## config.mk

```make
export PLATFORM = sky130hd
export DESIGN_NAME = pairing_host_loader
export DESIGN_NICKNAME = d
export VERILOG_FILES = /design/src/rtl/pairing_host_loader.sv
export SDC_FILE = /design/constraint.sdc
export NUM_CORES = 1
export LEC_CHECK = 0
export ABC_CLOCK_PERIOD_IN_PS = 2250
export BUFFER_PORTS_ARGS = -buffer_cell sky130_fd_sc_hd__buf_2
export CAP_MARGIN = 20
export CORE_AREA = 2 2 484 486
export DETAILED_ROUTE_END_ITERATION = 10
export DIE_AREA = 0 0 486 488
export PLACE_DENSITY = 0.3
export SYNTH_ARGS = -nofsm -noshare
export SYNTH_HDL_FRONTEND = slang
export SYNTH_SLANG_ARGS = --single-unit
export TNS_END_PERCENT = 5
```

## constraint.sdc

```tcl
create_clock -name clk -period 2.25 [get_ports clk]
set_input_delay 0.225 -clock clk [delete_from_list [all_inputs] [get_ports clk]]
set_output_delay 0.225 -clock clk [all_outputs]
set_load 0.005 [all_outputs]
```

## src/rtl/pairing_host_loader.sv

```systemverilog
// Host sequencer for BN254_pairing: loads L3 words into all banks, runs, streams results.
// Define LOADER_TIMEOUT_EN to add a busy-fall timeout with a one-cycle err pulse.
`timescale 1ns/1ps
module pairing_host_loader #(
   parameter int         ADD_DIV  = 4,
   parameter int         LIMB_W   = 64,
   parameter int         CARRY_W  = 8,
   parameter int         FP_W     = 320,
   parameter int         OUT_W    = 289,
   parameter logic [8:0] RES_BASE = 9'h10,
   parameter int         RES_CNT  = 12,
   parameter int         RD_LAT   = 2,
   parameter int         SETTLE   = 100
) (
   input  logic                                 clk,
   input  logic                                 rst,
   input  logic [3:0]                           n_func_cfg,
   input  logic                                 in_valid,
   output logic                                 in_ready,
   input  logic [6:0]                           in_addr,
   input  logic [FP_W-1:0]                      in_data,
   input  logic                                 in_last,
   output logic                                 extin_en,
   output logic [8:0]                           extin_addr,
   output logic [ADD_DIV*(LIMB_W+CARRY_W)-1:0]  extin_data,
   output logic                                 run,
   output logic [3:0]                           n_func,
   input  logic                                 busy,
   output logic [8:0]                           extout_addr,
   input  logic [OUT_W-1:0]                     extout_data,
   output logic                                 out_valid,
   input  logic                                 out_ready,
   output logic [OUT_W-1:0]                     out_data,
   output logic [3:0]                           out_idx,
   output logic                                 out_last,
`ifdef LOADER_TIMEOUT_EN
   output logic                                 err,
`endif
   output logic                                 job_busy
);

   localparam int L3_W  = LIMB_W + CARRY_W;
   localparam int DW    = ADD_DIV * L3_W;
   localparam int CNT_W = 25;

   typedef enum logic [2:0] {
      S_IDLE, S_LOAD, S_WRITE, S_RUN,
      S_RISE, S_FALL, S_READ, S_PRES
   } state_t;

   state_t             state_q;
   logic [1:0]         bank_q;
   logic               last_q;
   logic [CNT_W-1:0]   cnt_q;
   logic [3:0]         idx_q;
   logic               in_ready_q;
   logic               wen_q;
   logic [8:0]         waddr_q;
   logic [DW-1:0]      wdata_q;
   logic               run_q;
   logic [3:0]         nfunc_q;
   logic [8:0]         raddr_q;
   logic               ovalid_q;
   logic [OUT_W-1:0]   odata_q;
   logic               olast_q;
   logic               jbusy_q;
   logic [DW-1:0]      l3_d;
   logic               unused_hi;

   // Limbs carry zero: each 72-bit slot is {8'b0, 64-bit value}
   always_comb begin
      l3_d = '0;
      for (int i = 0; i < ADD_DIV; i++)
         l3_d[i*L3_W +: LIMB_W] = in_data[i*LIMB_W +: LIMB_W];
   end

   assign unused_hi = ^in_data[FP_W-1:ADD_DIV*LIMB_W];

`ifdef LOADER_TIMEOUT_EN
   logic err_q;
   assign err = err_q;
`endif

   always_ff @(posedge clk) begin
      if (rst) begin
         state_q    <= S_IDLE;
         bank_q     <= '0;
         last_q     <= 1'b0;
         cnt_q      <= '0;
         idx_q      <= '0;
         in_ready_q <= 1'b1;
         wen_q      <= 1'b0;
         waddr_q    <= '0;
         wdata_q    <= '0;
         run_q      <= 1'b0;
         nfunc_q    <= '0;
         raddr_q    <= '0;
         ovalid_q   <= 1'b0;
         odata_q    <= '0;
         olast_q    <= 1'b0;
         jbusy_q    <= 1'b0;
`ifdef LOADER_TIMEOUT_EN
         err_q      <= 1'b0;
`endif
      end else begin
`ifdef LOADER_TIMEOUT_EN
         err_q <= 1'b0;
`endif
         unique case (state_q)
            S_IDLE, S_LOAD: begin
               if (in_valid) begin
                  if (state_q == S_IDLE) begin
                     nfunc_q <= n_func_cfg;
                     jbusy_q <= 1'b1;
                  end
                  in_ready_q <= 1'b0;
                  wen_q      <= 1'b1;
                  waddr_q    <= {2'b00, in_addr};
                  wdata_q    <= l3_d;
                  last_q     <= in_last;
                  bank_q     <= '0;
                  state_q    <= S_WRITE;
               end
            end
            S_WRITE: begin
               if (bank_q == 2'd3) begin
                  wen_q <= 1'b0;
                  if (last_q) begin
                     run_q   <= 1'b1;
                     state_q <= S_RUN;
                  end else begin
                     in_ready_q <= 1'b1;
                     state_q    <= S_LOAD;
                  end
               end else begin
                  bank_q       <= bank_q + 2'd1;
                  waddr_q[8:7] <= bank_q + 2'd1;
               end
            end
            S_RUN: begin
               run_q   <= 1'b0;
               cnt_q   <= '0;
               state_q <= S_RISE;
            end
            S_RISE: begin
               if (busy || cnt_q == CNT_W'(SETTLE - 1)) begin
                  cnt_q   <= '0;
                  state_q <= S_FALL;
               end else begin
                  cnt_q <= cnt_q + CNT_W'(1);
               end
            end
            S_FALL: begin
               if (!busy) begin
                  raddr_q <= RES_BASE;
                  idx_q   <= '0;
                  cnt_q   <= '0;
                  state_q <= S_READ;
               end else begin
                  cnt_q <= cnt_q + CNT_W'(1);
`ifdef LOADER_TIMEOUT_EN
                  if (cnt_q == CNT_W'(25'h0FF_FFFF)) begin
                     err_q      <= 1'b1;
                     jbusy_q    <= 1'b0;
                     in_ready_q <= 1'b1;
                     state_q    <= S_IDLE;
                  end
`endif
               end
            end
            S_READ: begin
               if (cnt_q == CNT_W'(RD_LAT)) begin
                  odata_q  <= extout_data;
                  ovalid_q <= 1'b1;
                  olast_q  <= (idx_q == 4'(RES_CNT - 1));
                  state_q  <= S_PRES;
               end else begin
                  cnt_q <= cnt_q + CNT_W'(1);
               end
            end
            S_PRES: begin
               if (out_ready) begin
                  ovalid_q <= 1'b0;
                  olast_q  <= 1'b0;
                  if (idx_q == 4'(RES_CNT - 1)) begin
                     jbusy_q    <= 1'b0;
                     in_ready_q <= 1'b1;
                     state_q    <= S_IDLE;
                  end else begin
                     idx_q   <= idx_q + 4'd1;
                     raddr_q <= raddr_q + 9'd1;
                     cnt_q   <= '0;
                     state_q <= S_READ;
                  end
               end
            end
            default: state_q <= S_IDLE;
         endcase
      end
   end

   assign in_ready    = in_ready_q;
   assign extin_en    = wen_q;
   assign extin_addr  = waddr_q;
   assign extin_data  = wdata_q;
   assign run         = run_q;
   assign n_func      = nfunc_q;
   assign extout_addr = raddr_q;
   assign out_valid   = ovalid_q;
   assign out_data    = odata_q;
   assign out_idx     = idx_q;
   assign out_last    = olast_q;
   assign job_busy    = jbusy_q;

endmodule
```

==> results.py, run 1 <==
metrics = {
    "status": {
        "outcome": "completed",
    },
    "clock_tree": {
        "clock_latency_ps": 710,
        "numCtsBuffers": 83,
        "cts_tree": "built",
        "root_buffer": "clkbuf_16",
        "cts_sinks": 606,
        "clkTransAtPathRegs_ps": 80,
        "cts-htree-levels": 3,
        "clockBufferDepth": 3,
    },
    "worst_setup_path": {
        "rr_startpoint": "cnt_q[12]",
        "path_class": "reg -> reg",
        "path_cells": "nor4_4 -> buf_4 -> nand4_1 -> or4_4 -> buf_12 -> clkbuf_16 -> a21oi_1 -> a311oi_2",
        "slowest_delay_ps": 550,
        "end_kind": "register",
        "rr_endpoint": "cnt_q[1]",
        "startpoint_type": "register",
        "r2r_setup_slack_ps": 20,
        "crit_buf_inv": 3,
        "cp_slowest_cell": "or4_4",
        "critPathMaxFanout": 34,
        "setup.worst_path.end": "cnt_q[1]",
        "cp_top_family": "simple AND/OR/NAND/NOR gates",
        "cp_data_required_time_ps": 2810,
        "arrival_ps": 2790,
        "cp_num_cells": 8,
        "rr_worst_depth": 8,
        "critPathLaunch": "cnt_q[12]",
    },
    "floorplanning": {
        "fp.coreArea_um2": 231900,
        "die_height_um": 488,
        "ios": 1235,
        "initial_core_util": 0.09422,
        "fp-row-count": 177,
        "die_w_um": 486,
        "die-area_um2": 237200,
    },
    "timing": {
        "worst_slew_pin_slew_ps": 565.0,
        "hold_violations": 0,
        "finalSetupViolCount": 0,
        "setup_ws_ps": 18.46,
        "drv_slew": 0,
        "worst_clock_skew_ps": 35.68,
        "rsz0062_at_grt": "true",
        "slew_headroom": 0.6233,
        "post-route-min-period_ps": 2232,
        "fmax_mhz": 448.1,
        "period_share": 0.9918,
    },
    "synthesis": {
        "syn_area_per_cell_um2": 7.924,
        "synth_common_cells": "1137 x nand2_1, 606 x dfxtp_1, 572 x a21oi_1",
        "yosysMostFrequentCell": "nand2_1",
        "synth_edf_count": 0,
        "synth_area_um2": 21850,
        "yosys_warnings": 0,
        "synth_largest_area_cell": "dfxtp_1",
        "ys_ff_latch": 606,
        "seq_area_frac_synth": 0.5553,
        "synthCells": 2757,
        "synth_cell_types": 41,
        "yosys_most_used_dff": "dfxtp_1",
        "async_flop_share": 0,
        "yosysTopAreaCellShare": 0.5553,
        "synth_area_leaders": "dfxtp_1 56%, nand2_1 20%, a21oi_1 13%",
    },
    "layout": {
        "final_cell_count_no_fill": 7623,
        "nets": 5136,
        "drive_gt1_frac": 0.3199,
        "fin_util": 0.1747,
        "syn_to_final_growth_pct": 85.41,
        "fin_area_um2": 40500,
    },
    "power": {
        "p_leak_nw": 17.04,
        "post-layout-total-power_mw": 33.35,
        "power_density_nw_per_um2": 823.4,
        "ir_drop_mv": 0.4478,
    },
    "placed_design": {
        "hpwl_mm": 108.7,
        "place_inst": 6892,
        "placed_area_um2": 31780,
        "numPortBuffers": 1138,
        "dp_slack_ps": -96.78,
        "gp_congestion": 0.7869,
    },
    "global_route": {
        "grt_pass1_wl_mm": 188.3,
        "grt-ovfl-total": 0,
        "grt_pass1_vias": 25660,
        "grt_usage": 0.1101,
        "grt_max_degree": 89,
        "antenna_found_initial": 21,
    },
    "route": {
        "via_per_inst": 3.281,
        "wl_per_cell_um": 18.10,
        "via_count": 25010,
        "drt_iter0_drc": 936,
        "route.detailed.drc": 0,
        "drt_wl_total_mm": 138.0,
        "firstDrtPassIters": 5,
        "antenna_left": 0,
    },
    "run": {
        "cap_violations": 0,
    },
    "hold_path": {
        "hold_class": "in -> reg",
    },
}
==> layout by cell type, fill, tap and decap left out, types with 15 or more instances in the layout <==
cell              n
a21oi_1         555
a21oi_2          17
buf_12           29
buf_2          1137
buf_4           119
clkbuf_1         21
clkbuf_16        88
clkbuf_8         18
conb_1           32
dfxtp_1         605
dlygate4sd3_1   564
nand2_1        1130
nand4_1          15
nor2_1           45
nor3_1           20
xnor2_1          24
==> per-stage QoR <==
| step | TNS [ps] | hold WS (ps) |
|---|---|---|
| final | 0 | 312.7 |
| after global routing | -10180 | 258.1 |
| after CTS | -279.7 | 185.6 |
| after detailed placement | -2969 | 440.1 |
| after global placement | -3235 | 436.5 |
| after floorplan | 0 | 361.0 |
==> kinds of logic after synthesis <==
family	after synthesis	synth area share
simple gates	1271	0.2279
flops	606	0.5553
compound gates	600	0.1403
buf+inv	238	0.05871
xor+xnor	33	0.01323
fa+ha+maj	6	0.003436
mux	2	0.0009164
other cells	1	0.0001717
==> metal layers <==
layer | share of wire | global-route usage | up-vias
met5 | 0.00064 | 0 | -
met4 | 0.042 | 0.05048 | 14
met3 | 0.10 | 0.04829 | 159
met2 | 0.49 | 0.1921 | 932
met1 | 0.37 | 0.1131 | 11500
li1 | - | - | 12410
==> worst register-to-register path, cell delays in order, from the launching register on <==
cell       delay, ps
dfxtp_2          330
nor4_4           260
buf_4            150
nand4_1          150
or4_4            560
buf_12           180
clkbuf_16        220
a21oi_1          210
a311oi_2          60
==> repair_timing <==
| action | 4_1_cts | 5_1_grt |
|---|---|---|
| gates resized for setup | 8 | 31 |
| hold buffers | 564 | 0 |
| buffers inserted | 0 | 2 |
| endpoints found under the setup margin | 119 | 270 |
| endpoints found under the hold margin | 568 | 0 |
| pin swaps | 0 | 25 |
| gates cloned | 0 | 4 |
==> area by class of cell <==
type,instances,area [um^2]
Antenna cell,13,32.53
Clock buffer,123,2429
Clock inverter,25,339.1
Fill cell,26460,191400
Inverter,5,18.77
Multi-Input combinational cell,1944,8671
Sequential cell,606,12130
Tap cell,3043,3807
Timing Repair Buffer,1864,13070
==> registers in the layout (all words and copies together), names as in the netlist <==
name	flops
extin_data	256
out_last	1
extout_addr	9
out_valid	1
job_busy	1
extin_addr	8
cnt_q	25
n_func	4
out_idx	4
in_ready	1
run	1
out_data	289
last_q	1
state_q	3
bank_q	1
extin_en	1
==> power by group <==
part | total [mW] | leakage (nW) | switching [mW] | internal [mW]
Clock | 13.7 | 1.35 | 5.64 | 8.06
Combinational | 7.38 | 10.8 | 4.24 | 3.13
Sequential | 12.3 | 4.92 | 0.551 | 11.7
==> how the worst min path moves through the flow <==
stage / start / end / slack (ps) / depth (start not counted)
finish: in_data[26] / extin_data[26] / 310 / 4
global route: in_addr[6] / extin_addr[6] / 260 / 4
CTS: in_data[26] / extin_data[26] / 190 / 4
detailed placement: out_data[138] / out_data[138] / 440 / 2
global placement: out_data[175] / out_data[175] / 440 / 2
floorplan: in_addr[0] / extin_addr[0] / 360 / 2
(Power assumes the default switching activity.)
==> run 2, diff against run 1 <==
- SETUP_SLACK_MARGIN: default -> 0.1
==> run 2 against run 1 <==
Compared with the run above: design area rose by 0.64%; critical path depth is 1 higher; combinational power about the same; critical path type unchanged.
==> results.py, run 2 (synthesis gave the netlist of run 1 again) <==
metrics = {
    "placed_design": {
        "place_inst": 6892,
        "gp_congestion": 0.7869,
        "placed_area_um2": 31780,
        "hpwl_mm": 108.7,
        "dp_slack_ps": -96.78,
        "numPortBuffers": 1138,
    },
    "timing": {
        "hold_violations": 0,
        "worst_clock_skew_ps": 36.81,
        "rsz0062_at_grt": "true",
        "post-route-min-period_ps": 2244,
        "setup-tns-final_ps": 0,
        "setup_ws_ps": 5.795,
        "period_share": 0.9974,
        "slew_headroom": 0.6236,
        "fmax_mhz": 445.6,
        "finalSetupViolCount": 0,
        "worst_slew_pin_slew_ps": 564.6,
        "drv_slew": 0,
    },
    "clock_tree": {
        "cts_sinks": 606,
        "numCtsBuffers": 83,
        "clkTransAtPathRegs_ps": 80,
        "cts_tree": "built",
        "clock_latency_ps": 710,
        "root_buffer": "clkbuf_16",
        "clockBufferDepth": 3,
        "cts-htree-levels": 3,
    },
    "hold_path": {
        "whs_endpoint": "extin_data[27]",
        "holdPathStages": 4,
        "hp-start": "in_data[27]",
        "hold_class": "in -> reg",
    },
    "floorplanning": {
        "initial_core_util": 0.09422,
        "fp-row-count": 177,
        "fp.coreArea_um2": 231900,
        "die-area_um2": 237200,
        "ios": 1235,
        "die_height_um": 488,
        "die_w_um": 486,
    },
    "global_route": {
        "antenna_found_initial": 23,
        "grt-ovfl-total": 0,
        "grt_max_degree": 89,
        "grt_usage": 0.1102,
        "grt_pass1_vias": 25670,
        "grt_pass1_wl_mm": 188.4,
    },
    "worst_setup_path": {
        "rr_worst_depth": 9,
        "rr_endpoint": "out_data[66]",
        "arrival_ps": 2870,
        "cp_data_required_time_ps": 2870,
        "rr_startpoint": "cnt_q[12]",
        "startpoint_type": "register",
        "path_class": "reg -> reg",
        "critPathMaxFanout": 32,
        "end_kind": "register",
        "r2r_setup_slack_ps": 6,
    },
    "route": {
        "via_count": 25140,
        "route.detailed.drc": 0,
        "firstDrtPassIters": 5,
        "wl_per_cell_um": 18.35,
        "drt_wl_total_mm": 140.1,
        "antenna_left": 0,
        "drt_iter0_drc": 882,
        "via_per_inst": 3.294,
    },
    "layout": {
        "nets": 5146,
        "fin_area_um2": 40760,
        "multi_input_area_um2": 8736,
        "drive_gt1_frac": 0.3238,
        "syn_to_final_growth_pct": 86.59,
        "largest_reg_flops": 289,
        "fill_cells": 26470,
        "final_common_cell": "buf_2",
        "layout_common_cells": "1137 x buf_2, 1119 x nand2_1, 605 x dfxtp_1",
        "final_cell_count_no_fill": 7633,
        "ff_latch_area_um2": 12130,
    },
    "power": {
        "ir_drop_mv": 0.4489,
        "switching_power_mw": 10.46,
        "clock_power_share": 0.411,
        "sw_frac_of_total": 0.3132,
        "p_comb_frac": 0.222,
        "seq_power_share": 0.367,
        "power_density_nw_per_um2": 819.1,
        "p_leak_nw": 17.19,
        "internal-power_mw": 22.93,
    },
    "status": {
        "outcome": "completed",
    },
    "run": {
        "cap_violations": 0,
    },
}
## run 2: cell count changes in the layout (fill, tap and decap cells not counted), sizes merged
cell    before   now
buf       1296  1303
clkbuf     127   130
## run 2: layer usage
layer	global-route usage	vias to the layer above	wire length (um)
li1	-	12420	-
met1	0.1132	11600	51560
met2	0.1919	941	68970
met3	0.04829	160	13680
met4	0.05084	14	5785
met5	0	-	81
## run 2: power groups by stage
stage / combinational, mW / clock [mW] / sequential, mW
after CTS: 7.60 / 14.5 / 12.3
after detailed placement: 6.71 / 0 / 12.5
after floorplan: 2.83 / 0 / 12.5
after global routing: 8.24 / 14.8 / 12.4
after global placement: 6.76 / 0 / 12.5
final: 7.40 / 13.7 / 12.3
## run 2: final cells by class
cell class              count  area share
well taps                3043     0.09341
inverters                   5   0.0004604
clock buffers             123     0.05958
flip-flops and latches    606      0.2977
diodes                     13   0.0007981
clock inverters            25    0.008318
repair buffers           1874      0.3255
multi-input cells        1944      0.2143
## run 2: through the flow
stage                     utilization  hold WS [ps]  total power [mW]
final                          0.1758         311.5             33.39
after detailed placement       0.1371         440.1             19.19
after CTS                      0.1738         185.6             34.32
after global placement         0.1371         436.5             19.21
after floorplan                     -         361.0             15.33
after global routing           0.1757         258.8             35.45
## run 2: critical path, cell delays in order (launching register included)
cell,delay (ps)
dfxtp_2,330
nor4_4,260
buf_4,150
nand4_1,150
buf_4,200
nor4_4,240
buf_12,260
buf_12,230
nand2_1,100
a21oi_1,150
## run 2: how the worst max path moves through the flow
stage               slack [ps]        from  depth (start not counted)      endpoint
global route              -130   cnt_q[12]                          9  out_data[63]
CTS                        -20   cnt_q[12]                          9  out_data[66]
floorplan                  360  state_q[0]                          8     cnt_q[22]
global placement          -100   cnt_q[12]                          9  out_data[32]
detailed placement        -100   cnt_q[12]                          9  out_data[94]
finish                       6   cnt_q[12]                          9  out_data[66]
## run 2: repair_timing
action	4_1_cts	5_1_grt
pin swaps	30	10
cloned	0	8
gates resized for setup	28	37
hold buffers	564	0
hold endpoints to repair	568	0
buffers inserted	0	8
endpoints found under the setup margin	279	312
